## config.mk

```make
export PLATFORM = sky130hd
export DESIGN_NAME = vram_byte_initiator_flat
export DESIGN_NICKNAME = d
export VERILOG_FILES = /design/src/rtl/vram_byte_initiator_if.sv /design/src/rtl/vram_byte_initiator.sv /design/src/flat_wrapper.sv
export SDC_FILE = /design/constraint.sdc
export NUM_CORES = 1
export LEC_CHECK = 0
export BUFFER_PORTS_ARGS = -buffer_cell sky130_fd_sc_hd__buf_2
export CAP_MARGIN = 20
export CORE_AREA = 2 2 95 97
export DETAILED_ROUTE_END_ITERATION = 12
export DIE_AREA = 0 0 97 99
export HOLD_SLACK_MARGIN = 0.12
export PLACE_DENSITY = 0.66
export SLEW_MARGIN = 20
export SYNTH_ARGS = -nofsm -noshare
export SYNTH_HDL_FRONTEND = slang
export SYNTH_SLANG_ARGS = --single-unit
```

## constraint.sdc

```tcl
create_clock -name clk -period 2.9 [get_ports clk]
set_clock_uncertainty 0.15 [all_clocks]
set_input_delay 0.29 -clock clk [delete_from_list [all_inputs] [get_ports clk]]
set_output_delay 0.29 -clock clk [all_outputs]
set_load 0.03 [all_outputs]
```

## src/rtl/vram_byte_initiator_if.sv

```systemverilog
// Request/response handshake and VRAM word-bus signals of vram_byte_initiator.
// req_nibsel exists only when VRAM_NIBBLE_WRITE_EN is defined.
interface vram_byte_initiator_if;
    logic        req_valid;
    logic        req_ready;
    logic        req_write;
    logic [16:0] req_addr;
    logic [7:0]  req_wrdata;
`ifdef VRAM_NIBBLE_WRITE_EN
    logic [1:0]  req_nibsel;
`endif
    logic        rsp_valid;
    logic        rsp_ready;
    logic [7:0]  rsp_rddata;
    logic [14:0] bus_addr;
    logic [31:0] bus_wrdata;
    logic [7:0]  bus_wrnibblesel;
    logic        bus_write;
    logic [31:0] bus_rddata;

    modport master (
`ifdef VRAM_NIBBLE_WRITE_EN
        input  req_nibsel,
`endif
        input  req_valid,
        input  req_write,
        input  req_addr,
        input  req_wrdata,
        output req_ready,
        output rsp_valid,
        input  rsp_ready,
        output rsp_rddata,
        output bus_addr,
        output bus_wrdata,
        output bus_wrnibblesel,
        output bus_write,
        input  bus_rddata
    );

    modport slave (
`ifdef VRAM_NIBBLE_WRITE_EN
        output req_nibsel,
`endif
        output req_valid,
        output req_write,
        output req_addr,
        output req_wrdata,
        input  req_ready,
        input  rsp_valid,
        output rsp_ready,
        input  rsp_rddata,
        input  bus_addr,
        input  bus_wrdata,
        input  bus_wrnibblesel,
        input  bus_write,
        output bus_rddata
    );
endinterface

```

## src/rtl/vram_byte_initiator.sv

```systemverilog
// Byte-request to 32-bit VRAM word-bus initiator with in-order, credit-limited read responses.
// Define VRAM_NIBBLE_WRITE_EN to enable single-nibble writes via req_nibsel.
module vram_byte_initiator #(
    parameter int unsigned RSP_DEPTH = 4
) (
    input logic                   clk,
    input logic                   rst,
    vram_byte_initiator_if.master bus_if
);
    localparam int unsigned PtrW = (RSP_DEPTH > 1) ? $clog2(RSP_DEPTH) : 1;
    localparam int unsigned CntW = $clog2(RSP_DEPTH + 1);
    localparam logic [CntW-1:0] CntMax = CntW'(RSP_DEPTH);
    localparam logic [CntW-1:0] CntOne = CntW'(1);
    localparam logic [PtrW-1:0] PtrOne = PtrW'(1);

    logic [14:0]     bus_addr_q, bus_addr_d;
    logic [31:0]     bus_wrdata_q, bus_wrdata_d;
    logic [7:0]      bus_nib_q, bus_nib_d;
    logic            bus_write_q, bus_write_d;
    logic            rd1_q, rd1_d, rd2_q;
    logic [1:0]      lane1_q, lane1_d, lane2_q;
    logic [CntW-1:0] credit_q, credit_d, fill_q, fill_d;
    logic [PtrW-1:0] wr_ptr_q, wr_ptr_d, rd_ptr_q, rd_ptr_d;
    logic [7:0]      fifo_q [RSP_DEPTH];

    logic       req_ready, rsp_valid;
    logic       accept, rd_accept, wr_accept, push, pop;
    logic [1:0] lane;
    logic [7:0] wr_nib, push_byte;
`ifdef VRAM_NIBBLE_WRITE_EN
    logic [1:0] nib_pair;
`endif

    assign req_ready = credit_q < CntMax;
    assign rsp_valid = fill_q != '0;

    always_comb begin
        lane      = bus_if.req_addr[1:0];
        accept    = bus_if.req_valid && req_ready;
        rd_accept = accept && !bus_if.req_write;
        wr_accept = accept && bus_if.req_write;
`ifdef VRAM_NIBBLE_WRITE_EN
        case (bus_if.req_nibsel)
            2'b01:   nib_pair = 2'b01;
            2'b10:   nib_pair = 2'b10;
            default: nib_pair = 2'b11;
        endcase
        wr_nib = {6'b0, nib_pair} << {lane, 1'b0};
`else
        wr_nib = 8'h03 << {lane, 1'b0};
`endif
        bus_addr_d   = accept ? bus_if.req_addr[16:2] : bus_addr_q;
        bus_wrdata_d = wr_accept ? {4{bus_if.req_wrdata}} : bus_wrdata_q;
        bus_nib_d    = wr_accept ? wr_nib : 8'h00;
        bus_write_d  = wr_accept;
        rd1_d        = rd_accept;
        lane1_d      = lane;

        // Read data belongs to the address presented two edges ago.
        case (lane2_q)
            2'd0:    push_byte = bus_if.bus_rddata[7:0];
            2'd1:    push_byte = bus_if.bus_rddata[15:8];
            2'd2:    push_byte = bus_if.bus_rddata[23:16];
            default: push_byte = bus_if.bus_rddata[31:24];
        endcase
        push = rd2_q;
        pop  = rsp_valid && bus_if.rsp_ready;

        case ({rd_accept, pop})
            2'b10:   credit_d = credit_q + CntOne;
            2'b01:   credit_d = credit_q - CntOne;
            default: credit_d = credit_q;
        endcase
        case ({push, pop})
            2'b10:   fill_d = fill_q + CntOne;
            2'b01:   fill_d = fill_q - CntOne;
            default: fill_d = fill_q;
        endcase
        wr_ptr_d = push ? wr_ptr_q + PtrOne : wr_ptr_q;
        rd_ptr_d = pop ? rd_ptr_q + PtrOne : rd_ptr_q;
    end

    always_ff @(posedge clk) begin
        if (rst) begin
            bus_addr_q   <= '0;
            bus_wrdata_q <= '0;
            bus_nib_q    <= '0;
            bus_write_q  <= 1'b0;
            rd1_q        <= 1'b0;
            rd2_q        <= 1'b0;
            lane1_q      <= '0;
            lane2_q      <= '0;
            credit_q     <= '0;
            fill_q       <= '0;
            wr_ptr_q     <= '0;
            rd_ptr_q     <= '0;
        end else begin
            bus_addr_q   <= bus_addr_d;
            bus_wrdata_q <= bus_wrdata_d;
            bus_nib_q    <= bus_nib_d;
            bus_write_q  <= bus_write_d;
            rd1_q        <= rd1_d;
            rd2_q        <= rd1_q;
            lane1_q      <= lane1_d;
            lane2_q      <= lane1_q;
            credit_q     <= credit_d;
            fill_q       <= fill_d;
            wr_ptr_q     <= wr_ptr_d;
            rd_ptr_q     <= rd_ptr_d;
        end
    end

    // Storage needs no reset: entries are only visible while fill_q is non-zero.
    always_ff @(posedge clk) begin
        if (push) begin
            fifo_q[wr_ptr_q] <= push_byte;
        end
    end

    assign bus_if.req_ready       = req_ready;
    assign bus_if.rsp_valid       = rsp_valid;
    assign bus_if.rsp_rddata      = rsp_valid ? fifo_q[rd_ptr_q] : 8'h00;
    assign bus_if.bus_addr        = bus_addr_q;
    assign bus_if.bus_wrdata      = bus_wrdata_q;
    assign bus_if.bus_wrnibblesel = bus_nib_q;
    assign bus_if.bus_write       = bus_write_q;
endmodule
```

## src/flat_wrapper.sv

```systemverilog
// flat-port wrapper written by rule: the top's interface ports become plain ports
module vram_byte_initiator_flat 
#(
    parameter int unsigned RSP_DEPTH = 4
)
  (clk, rst, bus_if_req_valid, bus_if_req_write, bus_if_req_addr, bus_if_req_wrdata, bus_if_req_ready, bus_if_rsp_valid, bus_if_rsp_ready, bus_if_rsp_rddata, bus_if_bus_addr, bus_if_bus_wrdata, bus_if_bus_wrnibblesel, bus_if_bus_write, bus_if_bus_rddata);
  vram_byte_initiator_if bus_if_i ();
  input logic clk;
  input logic rst;
  input wire logic [$bits(bus_if_i.req_valid)-1:0] bus_if_req_valid;
  input wire logic [$bits(bus_if_i.req_write)-1:0] bus_if_req_write;
  input wire logic [$bits(bus_if_i.req_addr)-1:0] bus_if_req_addr;
  input wire logic [$bits(bus_if_i.req_wrdata)-1:0] bus_if_req_wrdata;
  output wire logic [$bits(bus_if_i.req_ready)-1:0] bus_if_req_ready;
  output wire logic [$bits(bus_if_i.rsp_valid)-1:0] bus_if_rsp_valid;
  input wire logic [$bits(bus_if_i.rsp_ready)-1:0] bus_if_rsp_ready;
  output wire logic [$bits(bus_if_i.rsp_rddata)-1:0] bus_if_rsp_rddata;
  output wire logic [$bits(bus_if_i.bus_addr)-1:0] bus_if_bus_addr;
  output wire logic [$bits(bus_if_i.bus_wrdata)-1:0] bus_if_bus_wrdata;
  output wire logic [$bits(bus_if_i.bus_wrnibblesel)-1:0] bus_if_bus_wrnibblesel;
  output wire logic [$bits(bus_if_i.bus_write)-1:0] bus_if_bus_write;
  input wire logic [$bits(bus_if_i.bus_rddata)-1:0] bus_if_bus_rddata;
  assign bus_if_i.req_valid = bus_if_req_valid;
  assign bus_if_i.req_write = bus_if_req_write;
  assign bus_if_i.req_addr = bus_if_req_addr;
  assign bus_if_i.req_wrdata = bus_if_req_wrdata;
  assign bus_if_req_ready = bus_if_i.req_ready;
  assign bus_if_rsp_valid = bus_if_i.rsp_valid;
  assign bus_if_i.rsp_ready = bus_if_rsp_ready;
  assign bus_if_rsp_rddata = bus_if_i.rsp_rddata;
  assign bus_if_bus_addr = bus_if_i.bus_addr;
  assign bus_if_bus_wrdata = bus_if_i.bus_wrdata;
  assign bus_if_bus_wrnibblesel = bus_if_i.bus_wrnibblesel;
  assign bus_if_bus_write = bus_if_i.bus_write;
  assign bus_if_i.bus_rddata = bus_if_bus_rddata;
  vram_byte_initiator #(.RSP_DEPTH(RSP_DEPTH)) u_core (.clk(clk), .rst(rst), .bus_if(bus_if_i));
endmodule
```

==> results.json <==
{
  "placed_area_mm2": 0.00385,
  "max_freq_mhz": 432,
  "crit_fanout": 8,
  "avgSynthCellArea_um2": 11.8,
  "synth-edff-count": 32,
  "timing.final.crit_share_pct": 79.8,
  "cts_resized": 0,
  "pin_count": 128,
  "power.internal_mw": 1.87,
  "path_class": "reg -> out",
  "dp.final_hpwl_um": 5020,
  "gr-total-overflow": 0,
  "period_needed_ns": 2.31,
  "outcome": "finished, final reports clean",
  "wl_met2_um": 3710,
  "final_nets": 478,
  "drtIter0Drc": 83,
  "fill_cells": 749,
  "dieArea_mm2": 0.00960,
  "slew_violations": 0,
  "critPathArrivalTime_ns": 1.87,
  "port_buffers": 127,
  "synthArstFlopShare_pct": 0,
  "antennaDiodeCount": 0,
  "vias": 2444,
  "drive_above_1_share_pct": 39.2,
  "min-delay-path-class": "in -> reg",
  "required_ns": 2.46,
  "p_per_area_mw_per_mm2": 606,
  "grt_setup_unrepaired": "false",
  "grt_pass1_wl_um": 11600,
  "tritoncts": "yes",
  "first_global_vias": 2481,
  "worst_pin_slew_ns": 0.628,
  "ys_seq_area_share_pct": 56.1,
  "drt.antenna.violating_nets": 0,
  "cts_sinks": 78,
  "clock_latency_ns": 0.34,
  "syn_inst": 285,
  "max-slew-margin-rel_pct": 58.1,
  "clockPowerShare_pct": 31.9,
  "met1_length_um": 3000,
  "dr.pass1.iters": 4,
  "top_layer": "met4",
  "fin_area_mm2": 0.00432,
  "sw_frac_of_total_pct": 28.7,
  "setup_viol": 0,
  "leakage_nw": 1.86,
  "rows": 34,
  "post-route-util_pct": 50.6,
  "vias_per_cell": 4.69,
  "cp-end-kind": "primary output",
  "syn-num-nets": 355,
  "max-cap-violations": 0,
  "area_growth_pct": 28.9,
  "gr-usage-all-layers_pct": 15.2,
  "post-cts-setup-buffers": 0,
  "postCtsHoldBufs": 26,
  "clock-root-buffer": "clkbuf_8",
  "finalSetupTns_ns": 0,
  "drt-total-wl_um": 7290,
  "ys_warn_count": 0,
  "core_area_mm2": 0.00855,
  "wl_met3_um": 478,
  "startpoint_type": "flip-flop",
  "pwr-share-seq_pct": 47.5,
  "wl_per_cell_um": 14.0,
  "numCtsBuffers": 9,
  "switchingPower_mw": 0.753,
  "peakVddDrop_mv": 0.379,
  "route.detailed.drc": 0,
  "finalHoldViolCount": 0,
  "die_width_um": 97,
  "synth_ff_type": "dfxtp_1",
  "p_comb_share_pct": 20.6,
  "die_y_um": 99,
  "antenna_found_initial": 0,
  "grt_max_degree": 25,
  "h-tree-depth": 3,
  "gp_congestion": 0.699,
  "netlist_area_mm2": 0.00335,
  "ys_ff_latch": 78,
  "clk_pin_slew_ns": 0.08,
  "start_util_pct": 39.2,
  "synthDistinctLibCells": 33,
  "cts_buffer_depth": 2
}
[final timing paths]
check	to	slack (ns)	from	cells after the start
worst max-delay path	bus_if_rsp_rddata[7]	0.59	flip-flop	3
worst min-delay path	u_core.bus_if.bus_wrdata[24]	0.18	bus_if_req_write	3
worst max register to register	u_core.fill_q[2]	0.82	u_core.fill_q[0]	8
worst min register to register	u_core.lane2_q[1]	0.29	u_core.lane1_q[1]	1
[synthesized netlist by cell type, types with 2 or more instances]
cell / instances / share of area, %
xor2_1: 5 / 1.3
nor2_1: 12 / 1.3
ha_1: 6 / 2.2
nand2b_1: 2 / 0.37
nor2b_1: 12 / 2.2
inv_1: 12 / 1.3
edfxtp_1: 32 / 29
or3_1: 3 / 0.56
a21oi_1: 28 / 4.2
clkbuf_2: 2 / 0.30
and2_1: 4 / 0.75
nand2_1: 39 / 4.4
buf_2: 4 / 0.60
mux4_2: 16 / 11
nand3_1: 8 / 1.2
clkbuf_1: 6 / 0.67
dfxtp_1: 46 / 27
o21ai_0: 3 / 0.45
fa_1: 2 / 1.2
buf_4: 29 / 6.5
nor2b_4: 2 / 0.82
[layer usage]
layer  track usage, %  vias up
li1                 -     1192
met1             17.5     1143
met2             26.5       99
met3             4.18       10
met4             7.26        0
met5                0        -
[area by class of cell]
type / instances / area [um2] / area share [%]
sequential: 78 / 1880 / 43.5
multi-input combinational: 151 / 1130 / 26.2
timing repair buffer: 156 / 918 / 21.2
clock buffer: 12 / 156 / 3.62
tap: 108 / 135 / 3.13
clock inverter: 4 / 52.6 / 1.22
inverter: 12 / 45.0 / 1.04
[through the flow]
| step | worst slack [ns] | hold WS (ns) | power [mW] | cells |
|---|---|---|---|---|
| floorplan | 0.846 | 0.216 | 1.66 | 285 |
| global placement | 0.864 | 0.269 | 1.78 | 479 |
| detailed placement | 0.801 | 0.274 | 1.79 | 479 |
| CTS | 0.528 | 0.160 | 2.64 | 521 |
| global route | 0.437 | 0.185 | 2.74 | 521 |
| finish | 0.586 | 0.178 | 2.62 | 521 |
[cell families after synthesis]
| logic type | Yosys count | synth area share, % |
|---|---|---|
| adders and majority gates | 8 | 3.43 |
| xor gates and xnor gates | 6 | 1.57 |
| DFF | 78 | 56.1 |
| and+or+nand+nor | 88 | 12.9 |
| AOI/OAI and AO/OA | 32 | 4.85 |
| muxes | 17 | 11.0 |
| buffers and inverters | 56 | 10.1 |
[power by group through the flow]
stage               logic, mW  clock network (mW)  registers, mW
floorplan               0.369                   0           1.29
global placement        0.507                   0           1.27
detailed placement      0.514                   0           1.27
CTS                     0.541               0.854           1.25
global route            0.587               0.900           1.26
finish                  0.540               0.836           1.25
[placed cells by master (no fill, tap or decap), drive strengths merged]
master       count
o21ai            3
nand2b           2
clkbuf          12
xnor2            1
a21oi           28
nor3b            1
nor4             1
ha               6
o31ai            1
nor2            12
mux2i            1
nand2           39
edfxtp          32
dfxtp           46
inv             13
fa               2
nor4b            1
nor2b           14
and4             1
mux4            16
xor2             5
nand3b           1
and2             4
buf            130
bufinv           1
dlygate4sd3     26
nand3            8
clkinv           2
or3              3
nor3             1
[registers in the layout, indices dropped and copies added, names as in the netlist, named ones only]
register and flops:
u_core.wr_ptr_q 2, u_core.lane2_q 2, u_core.rd1_q 1, u_core.push 1
u_core.fill_q 3, u_core.bus_if.bus_addr 15, u_core.fifo_q 32, u_core.bus_if.bus_wrdata 8
u_core.rd_ptr_q 2, u_core.credit_q 3, u_core.bus_if.bus_wrnibblesel 4, u_core.bus_if.bus_write 1
u_core.lane1_q 2
[critical path, cell delays in order (launching register included)]
cell,delay [ns]
dfxtp_1,0.64
mux4_2,0.58
nor2b_4,0.14
buf_2,0.17
No activity file was read; power rests on OpenSTA's default activity.
